`config.mk`:
```
export PLATFORM = sky130hd
export DESIGN_NAME = class_clock_sched
export DESIGN_NICKNAME = d
export VERILOG_FILES = /design/src/rtl/fpsr_pkg.sv /design/src/rtl/tick_prescaler.sv /design/src/rtl/class_clock_sched.sv
export SDC_FILE = /design/constraint.sdc
export NUM_CORES = 1
export LEC_CHECK = 0
export ABC_AREA = 1
export BUFFER_PORTS_ARGS = -buffer_cell sky130_fd_sc_hd__buf_2
export CAP_MARGIN = 20
export CORE_MARGIN = 2
export CORE_UTILIZATION = 50
export CTS_CLUSTER_DIAMETER = 150
export DETAILED_ROUTE_END_ITERATION = 7
export GPL_TIMING_DRIVEN = 0
export PLACE_DENSITY = 0.78
export SYNTH_ARGS = -nofsm -noshare
export SYNTH_HDL_FRONTEND = slang
export SYNTH_HIERARCHICAL = 1
export SYNTH_SLANG_ARGS = --single-unit
```
`constraint.sdc`:
```
create_clock -name Clk -period 3.2 [get_ports Clk]
set_input_delay 0.16 -clock Clk [delete_from_list [all_inputs] [get_ports Clk]]
set_output_delay 0.16 -clock Clk [all_outputs]
set_load 0.01 [all_outputs]
```
`src/rtl/fpsr_pkg.sv`:
```
// fpsr_pkg: shared FPSR state encodings, widths and display codes.
package fpsr_pkg;
  typedef enum logic [1:0] {
    CC_IDLE = 2'b00,
    CC_RUN  = 2'b01,
    CC_QUIZ = 2'b10,
    CC_DONE = 2'b11
  } cc_state_t;
  localparam int MIN_W = 8;
  localparam logic [4:0] SSD_BLANK = 5'b10000;
endpackage

```
`src/rtl/tick_prescaler.sv`:
```
// tick_prescaler: free-running divider that pulses wrap on the cycle its count reaches term.
module tick_prescaler (
  input  logic        Clk,
  input  logic        Reset,
  input  logic        clr,
  input  logic        en,
  input  logic [31:0] term,
  output logic        wrap
);
  logic [31:0] r_cnt;
  // >= so a lowered terminal count wraps immediately instead of running to 2^32
  assign wrap = en && (r_cnt >= term);
  always_ff @(posedge Clk)
    if (!Reset || clr) r_cnt <= '0;
    else if (en) r_cnt <= wrap ? '0 : r_cnt + 32'd1;
endmodule

```
`src/rtl/class_clock_sched.sv`:
```
// class_clock_sched: game-minute clock with quiz scheduling; CLASS_CLOCK_FAST_FWD_EN adds the ff fast-forward input.
module class_clock_sched
  import fpsr_pkg::*;
#(
  parameter int unsigned      TICK_CYCLES        = 100_000_000,
  parameter logic [MIN_W-1:0] END_MIN            = 8'd90,
  parameter logic [MIN_W-1:0] QUIZ_PERIOD        = 8'd16,
  parameter int unsigned      QUIZ_TIMEOUT_TICKS = 4
) (
  input  logic             Clk,
  input  logic             Reset,
  input  logic             start,
  input  logic             halt,
  input  logic             quiz_ack,
`ifdef CLASS_CLOCK_FAST_FWD_EN
  input  logic             ff,
`endif
  output logic [MIN_W-1:0] minutes,
  output logic             tick,
  output logic             quiz_req,
  output logic             quiz_miss,
  output logic             class_over,
  output logic [1:0]       state
);
  localparam logic [31:0] NORM_TERM = 32'(TICK_CYCLES - 1);
  localparam logic [31:0] FF_TERM = (TICK_CYCLES >> 4) > 2 ? 32'((TICK_CYCLES >> 4) - 1) : 32'd1;
  localparam logic [MIN_W-1:0] QP = QUIZ_PERIOD == 0 ? 8'd1 : QUIZ_PERIOD;
  localparam int QT_W = $clog2(QUIZ_TIMEOUT_TICKS + 1);
  localparam logic [QT_W-1:0] QT_LAST = QT_W'(QUIZ_TIMEOUT_TICKS - 1);
  cc_state_t r_state, w_state;
  logic [MIN_W-1:0] r_minutes, w_minutes, w_min_inc;
  logic [QT_W-1:0] r_qt, w_qt;
  logic r_tick, r_req, r_miss, r_over;
  logic w_tick, w_req, w_miss, w_over, w_clr, w_wrap, w_timeout, w_quiz_hit;
  logic [31:0] w_term;
`ifdef CLASS_CLOCK_FAST_FWD_EN
  assign w_term = (ff && r_state == CC_RUN) ? FF_TERM : NORM_TERM;
`else
  assign w_term = NORM_TERM;
`endif
  tick_prescaler u_presc (
    .Clk   (Clk),
    .Reset (Reset),
    .clr   (w_clr),
    .en    (r_state == CC_RUN || r_state == CC_QUIZ),
    .term  (w_term),
    .wrap  (w_wrap)
  );
  assign w_min_inc  = r_minutes + 8'd1;
  assign w_quiz_hit = QUIZ_PERIOD != 0 && (w_min_inc % QP) == '0;
  assign w_timeout  = w_wrap && r_qt == QT_LAST;
  always_comb begin
    w_state   = r_state;
    w_minutes = r_minutes;
    w_qt      = r_qt;
    w_tick    = 1'b0;
    w_miss    = 1'b0;
    w_req     = r_req;
    w_over    = r_over;
    w_clr     = 1'b0;
    case (r_state)
      CC_IDLE: begin
        w_clr = 1'b1;
        if (start) w_state = CC_RUN;
      end
      CC_RUN: begin
        if (halt) begin
          w_state = CC_DONE;
          w_over  = 1'b1;
        end else if (w_wrap) begin
          w_minutes = w_min_inc;
          w_tick    = 1'b1;
          if (w_min_inc == END_MIN) begin
            w_state = CC_DONE;
            w_over  = 1'b1;
          end else if (w_quiz_hit) begin
            w_state = CC_QUIZ;
            w_req   = 1'b1;
            w_qt    = '0;
          end
        end
      end
      CC_QUIZ: begin
        if (halt) begin
          w_state = CC_DONE;
          w_over  = 1'b1;
          w_req   = 1'b0;
        end else if (quiz_ack || w_timeout) begin
          w_state = CC_RUN;
          w_req   = 1'b0;
          w_miss  = !quiz_ack;
          w_clr   = 1'b1;
        end else if (w_wrap) begin
          w_qt = r_qt + 1'b1;
        end
      end
      default: w_req = 1'b0;
    endcase
  end
  always_ff @(posedge Clk)
    if (!Reset) begin
      r_state   <= CC_IDLE;
      r_minutes <= '0;
      r_qt      <= '0;
      r_tick    <= 1'b0;
      r_req     <= 1'b0;
      r_miss    <= 1'b0;
      r_over    <= 1'b0;
    end else begin
      r_state   <= w_state;
      r_minutes <= w_minutes;
      r_qt      <= w_qt;
      r_tick    <= w_tick;
      r_req     <= w_req;
      r_miss    <= w_miss;
      r_over    <= w_over;
    end
  assign minutes    = r_minutes;
  assign tick       = r_tick;
  assign quiz_req   = r_req;
  assign quiz_miss  = r_miss;
  assign class_over = r_over;
  assign state      = r_state;
endmodule

```
==> summary.md, run 1 <==
| Metric | Value |
|---|---|
| Status | completed |
| Startpoint Class | register |
| CTS tree | done |
| Syn avg cell area | around 7 sq um |
| Die ar. | 7770 sq um |
| ANT cells | 0 |
| Final Hold Slack | 0.0479 ns |
| Hold Vio Cnt, Final | 0 |
| GR Util All Layers | a little under a fifth |
| Syn Inst Count | between 500 and 600 |
| Setup-failing EPs final | 0 |
| Worst skew pair latency | 0.30 ns |
| Gr ovfl total | 0 |
| CTS buffer count | 5 |
| Clock transition at the registers of the reported paths | ~0.08 ns |
| Clock skew | between 0.008 and 0.009 ns |
| Crit path to | u_presc/r_cnt[28]$_SDFFE_PP0P_ |
| Dpl hpwl | 5210 um |
| Clock sink count | a little under 50 |
| Row count | 30 |
| Placed cell area | 3860 sq um |
| Final Slew Violations | 0 |
| Largest net degree at the start of global routing | 15 |
| Reg-to-Reg End | u_presc/r_cnt[28]$_SDFFE_PP0P_ |
| F_max | ~0.35 GHz |
| Most used cell, CP | nand2_1 |
| Synth Warn # | 6 |
| Crit path cell chain | ha_1 -> nand2_1 -> inv_1 -> nand2_1 -> nor2_1 -> nor2_1 -> nand2_1 -> nand2_1 -> nand2_1 -> nand2_1 -> nand2_1 -> nand2_1 -> clkinvlp_4 -> a21o_1 -> inv_1 -> nor2_1 -> nand2_1 -> nand2_1 -> nor2_4 -> nand2_2 -> buf_2 -> nor2_1 |
| P_leak | around 2.0 nW |
| Critical Path Source | u_presc/r_cnt[5]$_SDFFE_PP0P_ |
| Mapped cell area | between 3000 and 4000 sq um |
| Cell Pwr Density | 393 nW/um^2 |
| CP required | ~3.4 ns |
| CP arrival | 3.09 ns |
| Die Wd | slightly below 90 um |
| Starting density of the core | slightly above 50% |
| IO Pins | 19 |
| CP top delay family | simple AND/OR/NAND/NOR gates |
| R2R depth | 22 |
| Layout cell share with drive strength beyond 1 | about an eighth |
| Number of synthesized flops with an enable pin | 0 |
| Drt drc | 0 |
| Setup slack, reg-to-reg | approximately 0.33 ns |
| Final nets | 611 |
| Routed len/inst | about 10 um |
| I/O Buffers | 18 |
| Clock buffer depth | 2 |
| First-pass GRT wire length | between 10000 and 15000 um |
| Placement Setup Slack | between 0.04 and 0.05 ns |
| Worst path depth | 22 |
| Critical path class | reg2reg |
| Die Ht | 88.2 um |
| Peak supply drop | roughly 0.46 mV |
| RR Startpoint | u_presc/r_cnt[5]$_SDFFE_PP0P_ |
| Vias in the first global route | roughly 3000 |
| Detailed Routing Iterations Pass 1 | 4 |
| Placer's final routability congestion estimate | between 0.9 and 1 |
| Setup crit end kind | register |
| Area Overhead vs Synth | 13.4% |
| Final Power | around 1.6 mW |
| Hold buffer count at CTS | 0 |
| Clock root buffer | clkbuf_8 |
| HP Class | in2reg |
| Post-route antenna net violation count | 0 |
| Antenna violations before repair | 0 |
| WL final | 6470 um |
| Main synth FF type | dfxtp_1 |
| Final Cycle Share | 89.5% |
| Total core area | between 6000 and 7000 sq um |
| Slowest CP cell | dfxtp_1 |
| Via count | a little over 3000 |
| Seq cells post-synth | 49 |
| Final instance area | 4020 sq um |
| Max-Cap Viols | 0 |
| CTS H-tree depth | 2 |
| Crit path time final | ~2.9 ns |
| Final WS setup | between 0.3 and 0.4 ns |
| WP buf/inv | 4 |
| 1st-iter DRT viols | 96 |
| Post-synthesis sequential area ratio | between 20 and 30% |
| FFs w/ async S/R, synth | 0% |
| Synth cell types | 37 |
| Via density | roughly 4.7 |
| Hold_sp | quiz_ack |
| Crit Path Max Fanout | 10 |
| Critical Path Max Stage Delay | 0.40 ns |
==> cell families after synthesis <==
kind of cell    count (synthesis)  synth area share [%]
other cells                     2                 0.212
flops                          49                  27.7
simple gates                  238                  32.9
xor+xnor                       19                  4.70
compound gates                 59                  9.01
fa+ha+maj                      41                  14.5
buf+inv                        98                  10.8
mux                             1                 0.283
==> metal layers <==
layer / GRT usage [%] / routed length [um] / vias to the layer above
met3: 3.20 / 224 / 6
met1: 23.2 / 3030 / 1351
met4: 4.55 / 44 / 0
li1: - / - / 1693
met5: 0 / 0 / -
met2: 33.2 / 3180 / 47
==> through the flow <==
stage / TNS (ns) / util [%] / cells
global placement: 0 / 56.6 / 651
floorplan: 0 / - / 537
detailed placement: 0 / 56.6 / 651
global route: -0.00905 / 58.8 / 662
CTS: 0 / 58.3 / 659
finish: 0 / 58.8 / 662
==> sequential cells by signal (all words and copies together), names as in the netlist <==
register and count:
quiz_req 1, state 2, u_presc/r_cnt 32, quiz_miss 1, tick 1, minutes 8
class_over 1, r_qt 3
==> where the power goes <==
part / switching [mW] / internal, mW / leakage, nW
logic: 0.282 / 0.180 / 1.56
registers: 0.0244 / 0.638 / 0.396
clock network: 0.198 / 0.255 / 0.0585
==> layout make-up <==
class	count	area [sq um]
Fill cell	646	2810
Multi-Input combinational cell	390	2300
Sequential cell	49	981
Inverter	94	359
Tap cell	96	120
Timing Repair Buffer	21	113
Clock buffer	7	86.3
Clock inverter	1	30.0
Buffer	4	26.3
==> cells in the mapped netlist, drive strengths merged, types with 3 or more instances <==
| library cell | n | area [sq um] |
|---|---|---|
| nor3 | 11 | 66.3 |
| ha | 41 | 513 |
| dfxtp | 49 | 981 |
| nand2 | 110 | 438 |
| o22ai | 3 | 18.8 |
| nor2 | 83 | 362 |
| xor2 | 14 | 123 |
| buf | 4 | 26.3 |
| xnor2 | 5 | 43.8 |
| nand4 | 14 | 93.8 |
| o21ai | 20 | 100 |
| inv | 92 | 348 |
| a21oi | 28 | 140 |
| nand3 | 17 | 143 |
==> how the worst min path moves through the flow <==
stage | to | slack [ns] | cells past startpoint
CTS | quiz_miss$_SDFF_PP0_ | 0.03 | 2
floorplan | quiz_miss$_SDFF_PP0_ | 0.24 | 1
global route | quiz_miss$_SDFF_PP0_ | 0.05 | 2
finish | quiz_miss$_SDFF_PP0_ | 0.05 | 2
global placement | quiz_miss$_SDFF_PP0_ | 0.35 | 2
detailed placement | quiz_miss$_SDFF_PP0_ | 0.36 | 2
==> layout by cell type, fill, tap and decap left out, types with 3 or more instances in the layout <==
cell      synthesis  final
nand2_1         102    101
inv_1            90     89
nor2_1           73     72
dfxtp_1          49     49
ha_1             41     41
conb_1            2     32
a21oi_1          28     28
buf_2             3     21
o21ai_0          15     15
xor2_1           14     14
nand4_1          13     13
nand3_1          10     10
nor3_1           10     10
nand2_2           7      8
clkbuf_8          0      6
nor2_4            5      6
nor2_2            5      5
o21ai_1           5      5
xnor2_1           5      5
nand3_2           4      4
o22ai_1           3      3
buf_4             0      3
nand3_4           3      3
==> timing repair <==
action                     in CTS  in global routing
pin swaps                       0                  1
buffers inserted                0                  3
resized for setup               1                  3
setup endpoints to repair       1                 21
gates cloned                    0                  0
Note: power is estimated with default switching activity, not from simulation.
==> run 2, diff against run 1 <==
--- a/config.mk
+++ b/config.mk
@@ -9,11 +9,12 @@
 export BUFFER_PORTS_ARGS = -buffer_cell sky130_fd_sc_hd__buf_2
 export CAP_MARGIN = 20
 export CORE_MARGIN = 2
-export CORE_UTILIZATION = 50
+export CORE_UTILIZATION = 55
+export CTS_BUF_LIST = sky130_fd_sc_hd__clkbuf_16
 export CTS_CLUSTER_DIAMETER = 150
 export DETAILED_ROUTE_END_ITERATION = 7
 export GPL_TIMING_DRIVEN = 0
-export PLACE_DENSITY = 0.78
+export PLACE_DENSITY = 0.77
 export SYNTH_ARGS = -nofsm -noshare
 export SYNTH_HDL_FRONTEND = slang
 export SYNTH_HIERARCHICAL = 1
==> summary.md, run 2 (synthesized netlist as in run 1, its figures left out) <==
| Metric | Value |
|---|---|
| Final Slew Violations | 0 (unchanged) |
| Area Overhead vs Synth | 13.4% (unchanged) |
| Post-route antenna net violation count | 0 (unchanged) |
| CTS buffer count | 5 (unchanged) |
| Largest Register | u_presc/r_cnt (unchanged) |
| F_max | 0.350 GHz (was 0.349 GHz) |
| Via count | 3118 (was 3097) |
| Starting density of the core | 56.4% (was 51.8%) |
| Status | completed (unchanged) |
| Die Ht | 84.3 um (was 88.2 um) |
| Peak supply drop | 0.430 mV (was 0.462 mV) |
| Setup TNS | 0 ns (unchanged) |
| Commonest non-fill, non-tap cell in the layout | nand2_1 (unchanged) |
| Layout cell share with drive strength beyond 1 | 11.2% (was 11.8%) |
| Number of flip-flops in the largest register | 32 (unchanged) |
| GR Util All Layers | 20.8% (was 18.6%) |
| Gr ovfl total | 0 (unchanged) |
| Cell Pwr Density | 429 nW/um^2 (was 393 nW/um^2) |
| Dpl hpwl | 5440 um (was 5210 um) |
| Detailed Routing Iterations Pass 1 | 4 (unchanged) |
| CP required | 3.38 ns (was 3.43 ns) |
| CTS H-tree depth | 2 (unchanged) |
| Placed cell area | 3840 sq um (was 3860 sq um) |
| P_leak | 2.03 nW (was 2.01 nW) |
| Final instance area | 4020 sq um (unchanged) |
| Max-Cap Viols | 0 (unchanged) |
| Placer's final routability congestion estimate | 0.875 (was 0.908) |
| Largest net degree at the start of global routing | 16 (was 15) |
| 1st-iter DRT viols | 142 (was 96) |
| Clock buffer depth | 2 (unchanged) |
| Hold buffer count at CTS | 0 (unchanged) |
| Most frequent cells in the layout | nand2_1 (101), inv_1 (90), nor2_1 (72), dfxtp_1 (49), ha_1 (41) (was nand2_1 (101), inv_1 (89), nor2_1 (72), dfxtp_1 (49), ha_1 (41)) |
| Filler Cell Count | 568 (was 646) |
| CTS tree | done (unchanged) |
| CP arrival | 3.03 ns (was 3.09 ns) |
| Critical path class | reg2reg (unchanged) |
| Die Wd | 84.3 um (was 88.2 um) |
| Hold Vio Cnt, Final | 0 (unchanged) |
| Clock root buffer | clkbuf_16 (was clkbuf_8) |
| RSZ-0062 raised after global routing | false |
| Clock skew | 0.00850 ns (was 0.00892 ns) |
| Total core area | 6280 sq um (was 6830 sq um) |
| Setup crit end kind | register (unchanged) |
| Multi-input logic area | 2300 sq um (unchanged) |
| HP Class | in2reg (unchanged) |
| Final Cycle Share | 89.2% (was 89.5%) |
| First-pass GRT wire length | 12400 um (was 11900 um) |
| Clock transition at the registers of the reported paths | 0.07 ns (was 0.08 ns) |
| Vias in the first global route | 3011 (was 2926) |
| WL final | 6790 um (was 6470 um) |
| Final nets | 608 (was 611) |
| IO Pins | 19 (unchanged) |
| Crit path time final | 2.85 ns (was 2.87 ns) |
| Register area | 981 sq um (unchanged) |
| ANT cells | 0 (unchanged) |
| Drt drc | 0 (unchanged) |
| Crit Path Max Fanout | 10 (unchanged) |
| Via density | 4.87 (was 4.68) |
| Antenna violations before repair | 0 (unchanged) |
| Setup-failing EPs final | 0 (unchanged) |
| Clock sink count | 49 (unchanged) |
| Worst skew pair latency | 0.29 ns (was 0.30 ns) |
| Layout Utilization | 64.0% (was 58.8%) |
| Routed len/inst | 10.6 um (was 9.77 um) |
| Row count | 29 (was 30) |
| Startpoint Class | register (unchanged) |
| I/O Buffers | 18 (unchanged) |
| Die ar. | 7100 sq um (was 7770 sq um) |
==> run 2: cell types whose count changed in the layout (fill, tap and decap cells not counted) <==
| cell | before | now |
|---|---|---|
| clkbuf_8 | 6 | 0 |
| clkbuf_1 | 1 | 0 |
| clkbuf_16 | 0 | 5 |
| inv_1 | 89 | 90 |
| buf_4 | 3 | 0 |
| clkinv_1 | 2 | 3 |
==> run 2: layer usage <==
metal / track usage (%) / wire, um
met1: 25.0 / 3150
met2: 38.0 / 3370
met3: 3.74 / 190
met4: 5.57 / 80
met5: 0 / 0
==> run 2: critical path, stage by stage, from the launching register on <==
cell and delay (ns):
dfxtp_1 0.49, ha_1 0.20, nand2_1 0.05, inv_1 0.05, nand2_1 0.06, nor2_1 0.10
nor2_1 0.04, nand2_1 0.06, nand2_1 0.05, nand2_1 0.07, nand2_1 0.05, nand2_1 0.05
nand2_1 0.08, inv_1 0.27, a21o_1 0.20, inv_1 0.04, nor2_1 0.11, nand2_1 0.08
nand2_1 0.11, nor2_4 0.07, nand2_2 0.17, buf_2 0.26, nor2_1 0.07
==> run 2: power breakdown <==
part / switching (mW) / internal, mW / leakage [nW] / total [mW]
registers: 0.0235 / 0.638 / 0.396 / 0.662
logic: 0.289 / 0.182 / 1.55 / 0.471
clock network: 0.226 / 0.366 / 0.0775 / 0.592
total: 0.538 / 1.19 / 2.03 / 1.72
==> run 2: area by class of cell <==
type / instances / area share, %
Multi-Input combinational cell: 390 / 57.3
Sequential cell: 49 / 24.4
Inverter: 94 / 8.84
Clock buffer: 5 / 3.11
Tap cell: 77 / 2.40
Timing Repair Buffer: 18 / 2.24
Clock inverter: 3 / 1.03
Buffer: 4 / 0.654
==> run 2: metrics by stage <==
step                cells  hold WS [ns]  power, mW  worst slack, ns
floorplan             537         0.238       1.03            0.714
global placement      632         0.363       1.12            0.110
detailed placement    632         0.352       1.13           0.0569
CTS                   640        0.0446       1.73           0.0256
global route          640        0.0534       1.82          0.00625
finish                640        0.0545       1.72            0.346
==> run 2: worst paths after layout <==
kind / slack [ns] / start / cells after the start / endpoint
setup reg to reg: 0.35 / u_presc/r_cnt[5]$_SDFFE_PP0P_ / 22 / u_presc/r_cnt[8]$_SDFFE_PP0P_
hold reg to reg: 0.47 / r_qt[0]$_SDFFE_PN0P_ / 2 / r_qt[0]$_SDFFE_PN0P_
setup / recovery: 0.35 / u_presc/r_cnt[5]$_SDFFE_PP0P_ / 22 / u_presc/r_cnt[8]$_SDFFE_PP0P_
hold / removal: 0.05 / quiz_ack / 2 / quiz_miss$_SDFF_PP0_
==> run 2: timing repair <==
action | 4_1_cts | 5_1_grt
resized for setup | 0 | 3
buffers inserted | 0 | 0
setup endpoints to repair | 0 | 26
